===== config.mk =====
export PLATFORM = sky130hd
export DESIGN_NAME = alu_master
export DESIGN_NICKNAME = d
export VERILOG_FILES = /design/src/rtl/alu_master_pkg.sv /design/src/rtl/alu_master.sv
export SDC_FILE = /design/constraint.sdc
export NUM_CORES = 1
export LEC_CHECK = 0
export ABC_AREA = 1
export CAP_MARGIN = 0
export CELL_PAD_IN_SITES_DETAIL_PLACEMENT = 1
export CELL_PAD_IN_SITES_GLOBAL_PLACEMENT = 1
export CORE_ASPECT_RATIO = 1.5
export CORE_MARGIN = 2
export CORE_UTILIZATION = 36
export CTS_CLUSTER_DIAMETER = 50
export DETAILED_ROUTE_END_ITERATION = 16
export GPL_TIMING_DRIVEN = 0
export PLACE_DENSITY = 0.87
export SYNTH_ARGS = -nofsm -noshare
export SYNTH_HDL_FRONTEND = slang
export SYNTH_SLANG_ARGS = --single-unit

===== constraint.sdc =====
create_clock -name clk -period 2.3 [get_ports clk]
set_clock_uncertainty 0.05 [all_clocks]
set_input_delay 0.69 -clock clk [delete_from_list [all_inputs] [get_ports clk]]
set_output_delay 0.69 -clock clk [all_outputs]
set_load 0.05 [all_outputs]

===== src/rtl/alu_master_pkg.sv =====
// Shared definitions for the simple_alu bus initiator: opcodes, FSM encodings, defaults.
package alu_master_pkg;

    localparam logic OP_ADD = 1'b0;
    localparam logic OP_SUB = 1'b1;

    localparam int DEF_DATA_WIDTH     = 8;
    localparam int DEF_TIMEOUT_CYCLES = 16;
    localparam int DEF_TO_WIDTH       = 5;

    localparam logic [2:0] ST_IDLE      = 3'd0;
    localparam logic [2:0] ST_SEND_A    = 3'd1;
    localparam logic [2:0] ST_SEND_B    = 3'd2;
    localparam logic [2:0] ST_WAIT_DONE = 3'd3;
    localparam logic [2:0] ST_RESP      = 3'd4;

    typedef enum logic [2:0] {
        IDLE      = ST_IDLE,
        SEND_A    = ST_SEND_A,
        SEND_B    = ST_SEND_B,
        WAIT_DONE = ST_WAIT_DONE,
        RESP      = ST_RESP
    } state_t;

endpackage


===== src/rtl/alu_master.sv =====
// Initiator for simple_alu: takes a host command, drives the two-beat operand bus,
// waits for done (with timeout) and returns the captured result on a valid/ready port.
module alu_master
    import alu_master_pkg::*;
#(
    parameter int DATA_WIDTH     = DEF_DATA_WIDTH,
    parameter int TIMEOUT_CYCLES = DEF_TIMEOUT_CYCLES,
    parameter int TO_WIDTH       = DEF_TO_WIDTH
) (
    input  logic                  clk,
    input  logic                  reset_n,
    input  logic                  cmd_valid,
    output logic                  cmd_ready,
    input  logic                  cmd_op,
    input  logic [DATA_WIDTH-1:0] cmd_a,
    input  logic [DATA_WIDTH-1:0] cmd_b,
    output logic                  rsp_valid,
    input  logic                  rsp_ready,
    output logic [DATA_WIDTH-1:0] rsp_result,
    output logic                  rsp_overflow,
    output logic                  rsp_timeout,
    output logic                  opcode_valid,
    output logic                  opcode,
    output logic [DATA_WIDTH-1:0] data,
    input  logic                  done,
    input  logic                  overflow,
    input  logic [DATA_WIDTH-1:0] result
);

    localparam logic [TO_WIDTH-1:0] TO_LAST = TO_WIDTH'(TIMEOUT_CYCLES - 1);

    state_t                r_state,        w_state;
    logic                  r_cmd_ready,    w_cmd_ready;
    logic                  r_rsp_valid,    w_rsp_valid;
    logic [DATA_WIDTH-1:0] r_rsp_result,   w_rsp_result;
    logic                  r_rsp_overflow, w_rsp_overflow;
    logic                  r_rsp_timeout,  w_rsp_timeout;
    logic                  r_opcode_valid, w_opcode_valid;
    logic                  r_opcode,       w_opcode;
    logic [DATA_WIDTH-1:0] r_data,         w_data;
    logic [DATA_WIDTH-1:0] r_b,            w_b;
    logic [TO_WIDTH-1:0]   r_cnt,          w_cnt;

    always_comb begin
        w_state        = r_state;
        w_cmd_ready    = r_cmd_ready;
        w_rsp_valid    = r_rsp_valid;
        w_rsp_result   = r_rsp_result;
        w_rsp_overflow = r_rsp_overflow;
        w_rsp_timeout  = r_rsp_timeout;
        w_opcode_valid = r_opcode_valid;
        w_opcode       = r_opcode;
        w_data         = r_data;
        w_b            = r_b;
        w_cnt          = r_cnt;
        case (r_state)
            IDLE: begin
                // Operand A goes straight onto the bus register; only B needs holding.
                if (cmd_valid && r_cmd_ready) begin
                    w_state        = SEND_A;
                    w_cmd_ready    = 1'b0;
                    w_opcode_valid = 1'b1;
                    w_opcode       = cmd_op;
                    w_data         = cmd_a;
                    w_b            = cmd_b;
                end
            end
            SEND_A: begin
                w_state = SEND_B;
                w_data  = r_b;
            end
            SEND_B: begin
                w_state        = WAIT_DONE;
                w_opcode_valid = 1'b0;
                w_opcode       = OP_ADD;
                w_data         = '0;
            end
            WAIT_DONE: begin
                w_cnt = r_cnt + TO_WIDTH'(1);
                // done on the final counted cycle still beats the timeout
                if (done) begin
                    w_state        = RESP;
                    w_rsp_valid    = 1'b1;
                    w_rsp_result   = result;
                    w_rsp_overflow = overflow;
                    w_rsp_timeout  = 1'b0;
                end else if (r_cnt == TO_LAST) begin
                    w_state        = RESP;
                    w_rsp_valid    = 1'b1;
                    w_rsp_result   = '0;
                    w_rsp_overflow = 1'b0;
                    w_rsp_timeout  = 1'b1;
                end
            end
            RESP: begin
                if (rsp_ready) begin
                    w_state     = IDLE;
                    w_rsp_valid = 1'b0;
                    w_cnt       = '0;
                    w_cmd_ready = 1'b1;
                end
            end
            default: w_state = IDLE;
        endcase
    end

    always_ff @(posedge clk or negedge reset_n) begin
        if (!reset_n) begin
            r_state        <= IDLE;
            r_cmd_ready    <= 1'b1;
            r_rsp_valid    <= 1'b0;
            r_rsp_result   <= '0;
            r_rsp_overflow <= 1'b0;
            r_rsp_timeout  <= 1'b0;
            r_opcode_valid <= 1'b0;
            r_opcode       <= OP_ADD;
            r_data         <= '0;
            r_b            <= '0;
            r_cnt          <= '0;
        end else begin
            r_state        <= w_state;
            r_cmd_ready    <= w_cmd_ready;
            r_rsp_valid    <= w_rsp_valid;
            r_rsp_result   <= w_rsp_result;
            r_rsp_overflow <= w_rsp_overflow;
            r_rsp_timeout  <= w_rsp_timeout;
            r_opcode_valid <= w_opcode_valid;
            r_opcode       <= w_opcode;
            r_data         <= w_data;
            r_b            <= w_b;
            r_cnt          <= w_cnt;
        end
    end

    assign cmd_ready    = r_cmd_ready;
    assign rsp_valid    = r_rsp_valid;
    assign rsp_result   = r_rsp_result;
    assign rsp_overflow = r_rsp_overflow;
    assign rsp_timeout  = r_rsp_timeout;
    assign opcode_valid = r_opcode_valid;
    assign opcode       = r_opcode;
    assign data         = r_data;

endmodule


# Word level (Yosys, flattened, before mapping)
# Index checks and enable logic that the tools add are counted.
[word_totals] reg_bits=38 latchBits=0 ram_bits=0 mem_bits_ro=0 in_bits=31 out_inout_bits=22 wordCells=60 mem_count=0
[op_classes] n_addsub=1 mul=0 n_div=0 magnitude_cmp=0 eq_ne=8 shift=0 n_mux=25 bitwise_logic=0 n_reduce_logical=15
[ops] operator="2-to-1 mux 8 bit" n=3
[ops] operator="one-hot mux 8 bit (3 select lines)" n=1
[ops] operator="one-hot mux 3 bit (5 select lines)" n=1
[ops] operator="2-to-1 mux 3 bit" n=4
[ops] operator="2-to-1 mux 1 bit" n=10
[ops] operator="one-hot mux 5 bit (2 select lines)" n=1
[ops] operator="AND reduction 2 bit" n=5
[ops] operator="AND reduction 3 bit" n=3
[ops] operator="one-hot mux 1 bit (2 select lines)" n=4
[ops] operator="nonzero test 2 bit" n=4
[ops] operator="equality test 3 x 2 -> 1 bit (second input constant)" n=2
[ops] operator="adder 5 x 1 -> 5 bit (second input constant)" n=1
[ops] operator="equality test 5 x 4 -> 1 bit (second input constant)" n=1
[ops] operator="2-to-1 mux 5 bit" n=1
[ops] operator="inequality test 2 bit (second input constant)" n=2
[ops] operator="equality test 3 x 1 -> 1 bit (second input constant)" n=1
[ops] operator="equality test 3 bit (second input constant)" n=1
[ops] operator="logical NOT 3 bit" n=1
[ops] operator="inequality test 3 bit (second input constant)" n=1
[ops] operator="nonzero test 3 bit" n=1
[ops] operator="logical AND 1 bit" n=1

# Longest topological paths before layout
# Gate-level depths: netlist of run 1.
[depth] word_depth=4 mapped_depth=8 mapped_depth_nobuf=8

# Worst setup path after synthesis of run 1
# No wires, ideal clock.
[synth_timing] path_type="reg2out" from="register r_cmd_ready (netlist: cmd_ready)" to="output cmd_ready" arrival_time_ns=0.678 required_ns=1.560 setup_slack_ns=0.882 stages_incl_launch_ff=1 n_path_buf=0 cell_sequence="dfstp_2"
[synth_lines] item="start, declared" line="alu_master.sv:33" source="logic r_cmd_ready, w_cmd_ready;"
[synth_lines] item="start signal, assigned" line="alu_master.sv:122" source="r_cmd_ready <= w_cmd_ready;"
[synth_lines] item="end, declared" line="alu_master.sv:13" source="output logic cmd_ready,"
# No word-level cell between the ends.

# Worst setup path after layout of run 1
[layout_timing] from="register r_rsp_overflow (netlist: rsp_overflow)" to="output rsp_overflow"
[layout_lines] item="start, declared" line="alu_master.sv:36" source="logic r_rsp_overflow, w_rsp_overflow;"
[layout_lines] item="start signal, assigned" line="alu_master.sv:125" source="r_rsp_overflow <= w_rsp_overflow;"
[layout_lines] item="end, declared" line="alu_master.sv:20" source="output logic rsp_overflow,"
# No word-level cell between the ends.

==> results of run 1 <==
layout by cell type (no fill, tap or decap), types with 2 or more instances in the layout:
cell	count
nand3_1	28
nand2_2	2
nor2_1	4
buf_2	2
a21oi_1	3
clkbuf_8	5
ha_1	2
buf_4	4
clkdlybuf4s50_1	50
o21ai_0	5
inv_1	19
or2_2	2
nand2_1	79
clkbuf_1	2
dfrtp_1	37
o21ai_1	9
inv_2	2
nor2_2	2
per-layer routing:
metal  share of wire  up-vias  routed length (µm)  track usage
li1                -      769                   -            -
met1            0.39      765                1770        0.206
met2            0.55       43                2450        0.335
met3           0.043        5                 194       0.0405
met4           0.018        0                  80       0.0810
met5               0        -                   0            0
worst max path at each step:
| stage | start | to | slack [ps] | cells after the start |
|---|---|---|---|---|
| after floorplan | cmd_ready | cmd_ready | 880 | 0 |
| after global placement | reset_n | rsp_result[4] | -440 | 1 |
| after detailed placement | cmd_ready | cmd_ready | 220 | 1 |
| after CTS | rsp_overflow | rsp_overflow | 60 | 1 |
| after global routing | rsp_overflow | rsp_overflow | 50 | 1 |
| final | rsp_overflow | rsp_overflow | 80 | 1 |
registers in the layout, indices dropped and copies added, names as in the netlist:
register	cells
cmd_ready	1
data	8
opcode	1
opcode_valid	1
r_b	8
r_cnt	5
r_state	3
rsp_overflow	1
rsp_result	8
rsp_timeout	1
rsp_valid	1
through the flow:
step	TNS, ps	hold WS [ps]	cell area, µm²
global placement	-16150	407	2330
finish	0	425	2430
CTS	0	428	2430
detailed placement	0	411	2330
floorplan	0	344	1730
global route	0	457	2430
power breakdown:
group | internal [µW] | leakage, µW | switching, µW | total [µW]
combinational | 625 | 0.000697 | 1250 | 1870
clock | 325 | 0.0000524 | 232 | 557
sequential | 968 | 0.000479 | 200 | 1170
total | 1920 | 0.00123 | 1680 | 3600
cell families after synthesis:
kind of cell,after synthesis
and+or+nand+nor,120
DFF,38
buffers and inverters,28
AOI/OAI and AO/OA,18
adders and majority gates,2
xor gates and xnor gates,1
final cells by class:
| type | instances | share of cell area |
|---|---|---|
| Buffer | 6 | 0.0190 |
| Clock buffer | 7 | 0.0313 |
| Clock inverter | 1 | 0.0123 |
| Inverter | 22 | 0.0349 |
| Multi-Input combinational cell | 141 | 0.267 |
| Sequential cell | 38 | 0.391 |
| Tap cell | 64 | 0.0329 |
| Timing Repair Buffer | 52 | 0.211 |
==> metrics.txt, run 1 <==
Slew Viols, Final 0; syn nets 240; worst setup margin 80.9 ps; endpoints failing setup 0; TritonCTS buffer count 5; max_cap viols 0; fillcell total 577; antenna viol nets, final 0; crit-path max cell delay 810 ps; DP Cell Count 323; layout cells sized above 1 0.0974; largest net degree at the start of global routing 39; via/cell ratio 4.78; worst r2r src r_cnt[0]; Yosys top cell area share 0.534; initial antenna violation count 0; critical path class reg -> out; fin cells 331; Adder-Cell Fraction of Synth Area 0.0144; clock buffer depth 2; via count 1,582; Post-Synth XOR/XNOR Area 0.00505; number of flops mapped to enable cells by yosys 0; Crit path max-delay family buffers and inverters; I/O pin cnt 53; initial drt markers 44; CTS root buffer clkbuf_8; Core Footprint 0.00458 mm²; CP cell instances clkdlybuf4s50_1; Vert. Die Dim 89.0 µm; list of most frequent post-synthesis cells nand2_1 (79), dfrtp_1 (37), nand3_1 (28); Buf/Inv on CP 1; area occupied by multi-input gates 651 µm²; worst endpoint data arrival time 1480 ps; Worst Min Path Start rsp_result[5]; Req. time, crit path 1560 ps; fin crit period 2220 ps; layout overhead on the synthesized area 40.4%; multiplexer share of the synthesized area 0; Post-Place Setup Slack 225 ps; sequential area share after synthesis 0.549; Seq cells post-synth 38; Least-Margin Pin Slew 845 ps; initial core utilization 0.379; FF-to-FF End rsp_overflow; # Post-CTS Setup Buffers 0; Final period util 0.965; I/O Buffers 52; Layout Nets 299; final design utilization 0.532; post-synth cell types 23; Rows 30; Crit-path slowest cell clkdlybuf4s50_1; area leader, netlist dfrtp_1; register area 952 µm²; Synth area leaders dfrtp_1 (53%), nand2_1 (17%), nand3_1 (8.1%); Post-Syn Area 0.00173 mm²; Simple-Gate Fraction of Synth Area 0.302; unrepaired setup endpoints after global routing false; Min-Delay Path Class reg -> reg; grt ovf 0; clk sinks 38; Mapped Cells 207; Die ar. 0.00540 mm²; reg2reg path depth 8; Hold Path End rsp_result[5]; status complete, no violations; gr usage total 0.187; Horiz. Die Dim 60.7 µm; maximum VDD drop 0.000708 V; Setup crit start kind flop; Worst-Skew Late Latency 290 ps; Synth Flop Type dfrtp_1; drc violations 0; TritonCTS clock tree built; Post-Route WL 4490 µm; crit path capture type primary output; Mean Syn Cell Area 8.38 µm²; Clock Pin Slew Worst Setup and Hold Paths 70 ps; DP HPWL 3400 µm; 1st-pass router iterations 4; R2R setup slack 750 ps; Total Power 3600 µW; cell with the most instances after synthesis nand2_1; vias in the first global route 1,636; fmax 0.451 GHz; ANT cells 0; wire length of the first global-routing pass 7470 µm; hold depth 2; compound-cell area share of the yosys netlist 0.0541; YS warnings 0; CP Max Fanout 2; pwr dens 1480 mW/mm²; RD Place Congestion 0.754; H-tree depth 2; count of final hold-check violations 0; main combinational cell family by area after synthesis simple AND/OR/NAND/NOR gates; share of flip-flops with an asynchronous set or reset 1.00; drt wl/cell 13.6 µm; Hold Buf Count CTS 0; leakage power total 0.00123 µW; Slew HR 0.437; CTS resizes 1
No activity file was read; power rests on OpenSTA's default activity.
==> run 2, diff against run 1 <==
--- a/config.mk
+++ b/config.mk
@@ -10,7 +10,6 @@
 export CELL_PAD_IN_SITES_DETAIL_PLACEMENT = 1
 export CELL_PAD_IN_SITES_GLOBAL_PLACEMENT = 1
 export CORE_ASPECT_RATIO = 1.5
-export CORE_MARGIN = 2
 export CORE_UTILIZATION = 36
 export CTS_CLUSTER_DIAMETER = 50
 export DETAILED_ROUTE_END_ITERATION = 16
==> run 2 against run 1 <==
Die area decreased by 5.5%; fmax increased by 0.55%; cell count unchanged; final area decreased by 1.1%; worst setup slack improved by 12 ps; non-clock buffer count unchanged; count of clock-buffer cells in the layout increased by 1; via count decreased by 2.0%; sequential share of layout area increased by 0.43 points; critical path depth unchanged; critical endpoint is now rsp_timeout; largest cell class unchanged; highest routed layer unchanged.
==> metrics.txt, run 2 (same netlist as run 1, synthesis figures left out) <==
layout cells sized above 1 0.0936 (-0.00375); Post-Place Setup Slack 225 ps (+0.931 ps); area occupied by multi-input gates 651 µm² (unchanged); R2R setup slack 750 ps (about the same); fin cells 331 (unchanged); 1st-pass router iterations 4 (unchanged); Hold Path End data[3]; Finished Cell Area 0.00241 mm² (-1.1%); TritonCTS clock tree built; antenna viol nets, final 0 (unchanged); Die ar. 0.00510 mm² (-5.5%); ANT cells 0 (unchanged); maximum VDD drop 0.000687 V (-3.0%); via count 1,550 (-2.0%); Horiz. Die Dim 58.7 µm (-3.3%); DP HPWL 3200 µm (-6.0%); count of final hold-check violations 0 (unchanged); Layout Nets 299 (unchanged); status complete, no violations; DP Cell Count 323 (unchanged); Post-Route WL 4310 µm (-4.0%); hold depth 2 (unchanged); largest net degree at the start of global routing 39 (unchanged); max_cap viols 0 (unchanged); CTS root buffer clkbuf_8; pwr dens 1440 mW/mm² (-2.6%); wire length of the first global-routing pass 7240 µm (-3.0%); crit path capture type primary output; Worst Min Path Start data[3]; I/O Buffers 52 (unchanged); CP cell instances clkdlybuf4s50_1; Vert. Die Dim 87.0 µm (-2.2%); fillcell total 570 (-1.2%); drt wl/cell 13.0 µm (-4.0%); commonest non-fill, non-tap cell in the layout nand2_1; via/cell ratio 4.68 (-2.0%); Crit-path slowest cell clkdlybuf4s50_1; vias in the first global route 1,612 (-1.5%); Least-Margin Pin Slew 848 ps (+3.06 ps); fmax 0.453 GHz (+0.55%); Post-DP Area 0.00233 mm² (unchanged); Setup crit start kind flop; gr usage total 0.189 (+0.00210); leakage power total 0.00122 µW (-1.1%); drc violations 0 (unchanged); endpoints failing setup 0 (unchanged); final hold slack 429 ps (+4.29 ps); critical path class reg -> out; initial drt markers 45 (+2.3%); Slew HR 0.435 (-0.00204); FF-to-FF End r_state[2]; reg2reg path depth 7 (-1); Min-Delay Path Class reg -> reg; worst r2r src r_cnt[0]; most frequent cells in the layout nand2_1 (79), clkdlybuf4s50_1 (50), dfrtp_1 (37); layout overhead on the synthesized area 38.9%; Clock Pin Slew Worst Setup and Hold Paths 70 ps (about the same); Req. time, crit path 1560 ps (about the same); crit-path max cell delay 810 ps (about the same); TritonCTS buffer count 5 (unchanged); clk sinks 38 (unchanged); Worst-Skew Late Latency 290 ps (about the same); grt ovf 0 (unchanged); clock buffer depth 2 (unchanged); CP Max Fanout 2 (unchanged); initial antenna violation count 0 (unchanged); Core Footprint 0.00458 mm² (unchanged); unrepaired setup endpoints after global routing false; H-tree depth 2 (unchanged); initial core utilization 0.379 (unchanged); I/O pin cnt 53 (unchanged); worst setup margin 93.1 ps (+12.2 ps); Slew Viols, Final 0 (unchanged); fin crit period 2210 ps (-12.2 ps); Rows 30 (unchanged); register area 952 µm² (unchanged); Buf/Inv on CP 1 (unchanged); Final period util 0.960 (-0.00532); Hold Buf Count CTS 0 (unchanged); Crit path max-delay family buffers and inverters; RD Place Congestion 0.721 (-4.4%); worst endpoint data arrival time 1470 ps (about the same)
## run 2: changes by cell type in the layout (fill, tap and decap cells not counted)
cell	change
bufinv_16	-1
clkbuf_1	+1
## run 2: worst max-delay path by stage
stage | from | end | cells after the start
floorplan | cmd_ready | cmd_ready | 0
global placement | reset_n | rsp_result[5] | 1
detailed placement | cmd_ready | cmd_ready | 1
CTS | rsp_timeout | rsp_timeout | 1
global route | rsp_timeout | rsp_timeout | 1
finish | rsp_timeout | rsp_timeout | 1
## run 2: final cells by class
| cell class | count | share of cell area |
|---|---|---|
| clock buffer | 8 | 0.0332 |
| timing repair buffer | 52 | 0.214 |
| inverter | 22 | 0.0353 |
| sequential | 38 | 0.395 |
| buffer | 6 | 0.0192 |
| multi-input combinational | 141 | 0.270 |
| tap | 64 | 0.0332 |
## run 2: layer usage
metal  vias to the layer above  wire length [µm]  GRT usage  share of wire
met4                         0                80     0.0844          0.019
li1                        769                 -          -              -
met1                       734              1620      0.194           0.38
met3                         8               197     0.0461          0.046
met2                        39              2420      0.352           0.56
met5                         -                 0          0              0
## run 2: metrics by stage
step                      power, µW  TNS [ps]  utilization
final                          3460         0        0.526
after global routing           3720         0        0.526
after CTS                      3510         0        0.526
after detailed placement       3050         0        0.509
after global placement         2990    -16520        0.510
after floorplan                2430         0            -
## run 2: power breakdown
group	switching [µW]	internal (µW)	total, µW
registers	197	969	1170
clock network	226	215	442
logic	1230	624	1860
total	1650	1810	3460
## run 2: worst min-delay path: stages (launching register included)
cell	delay, ps
dfrtp_1	340
nand2_1	50
nand2_1	50
## run 2: repair_timing
item	4_1_cts	5_1_grt
endpoints found under the setup margin	1	0
resized for setup	1	0
buffers inserted	0	0
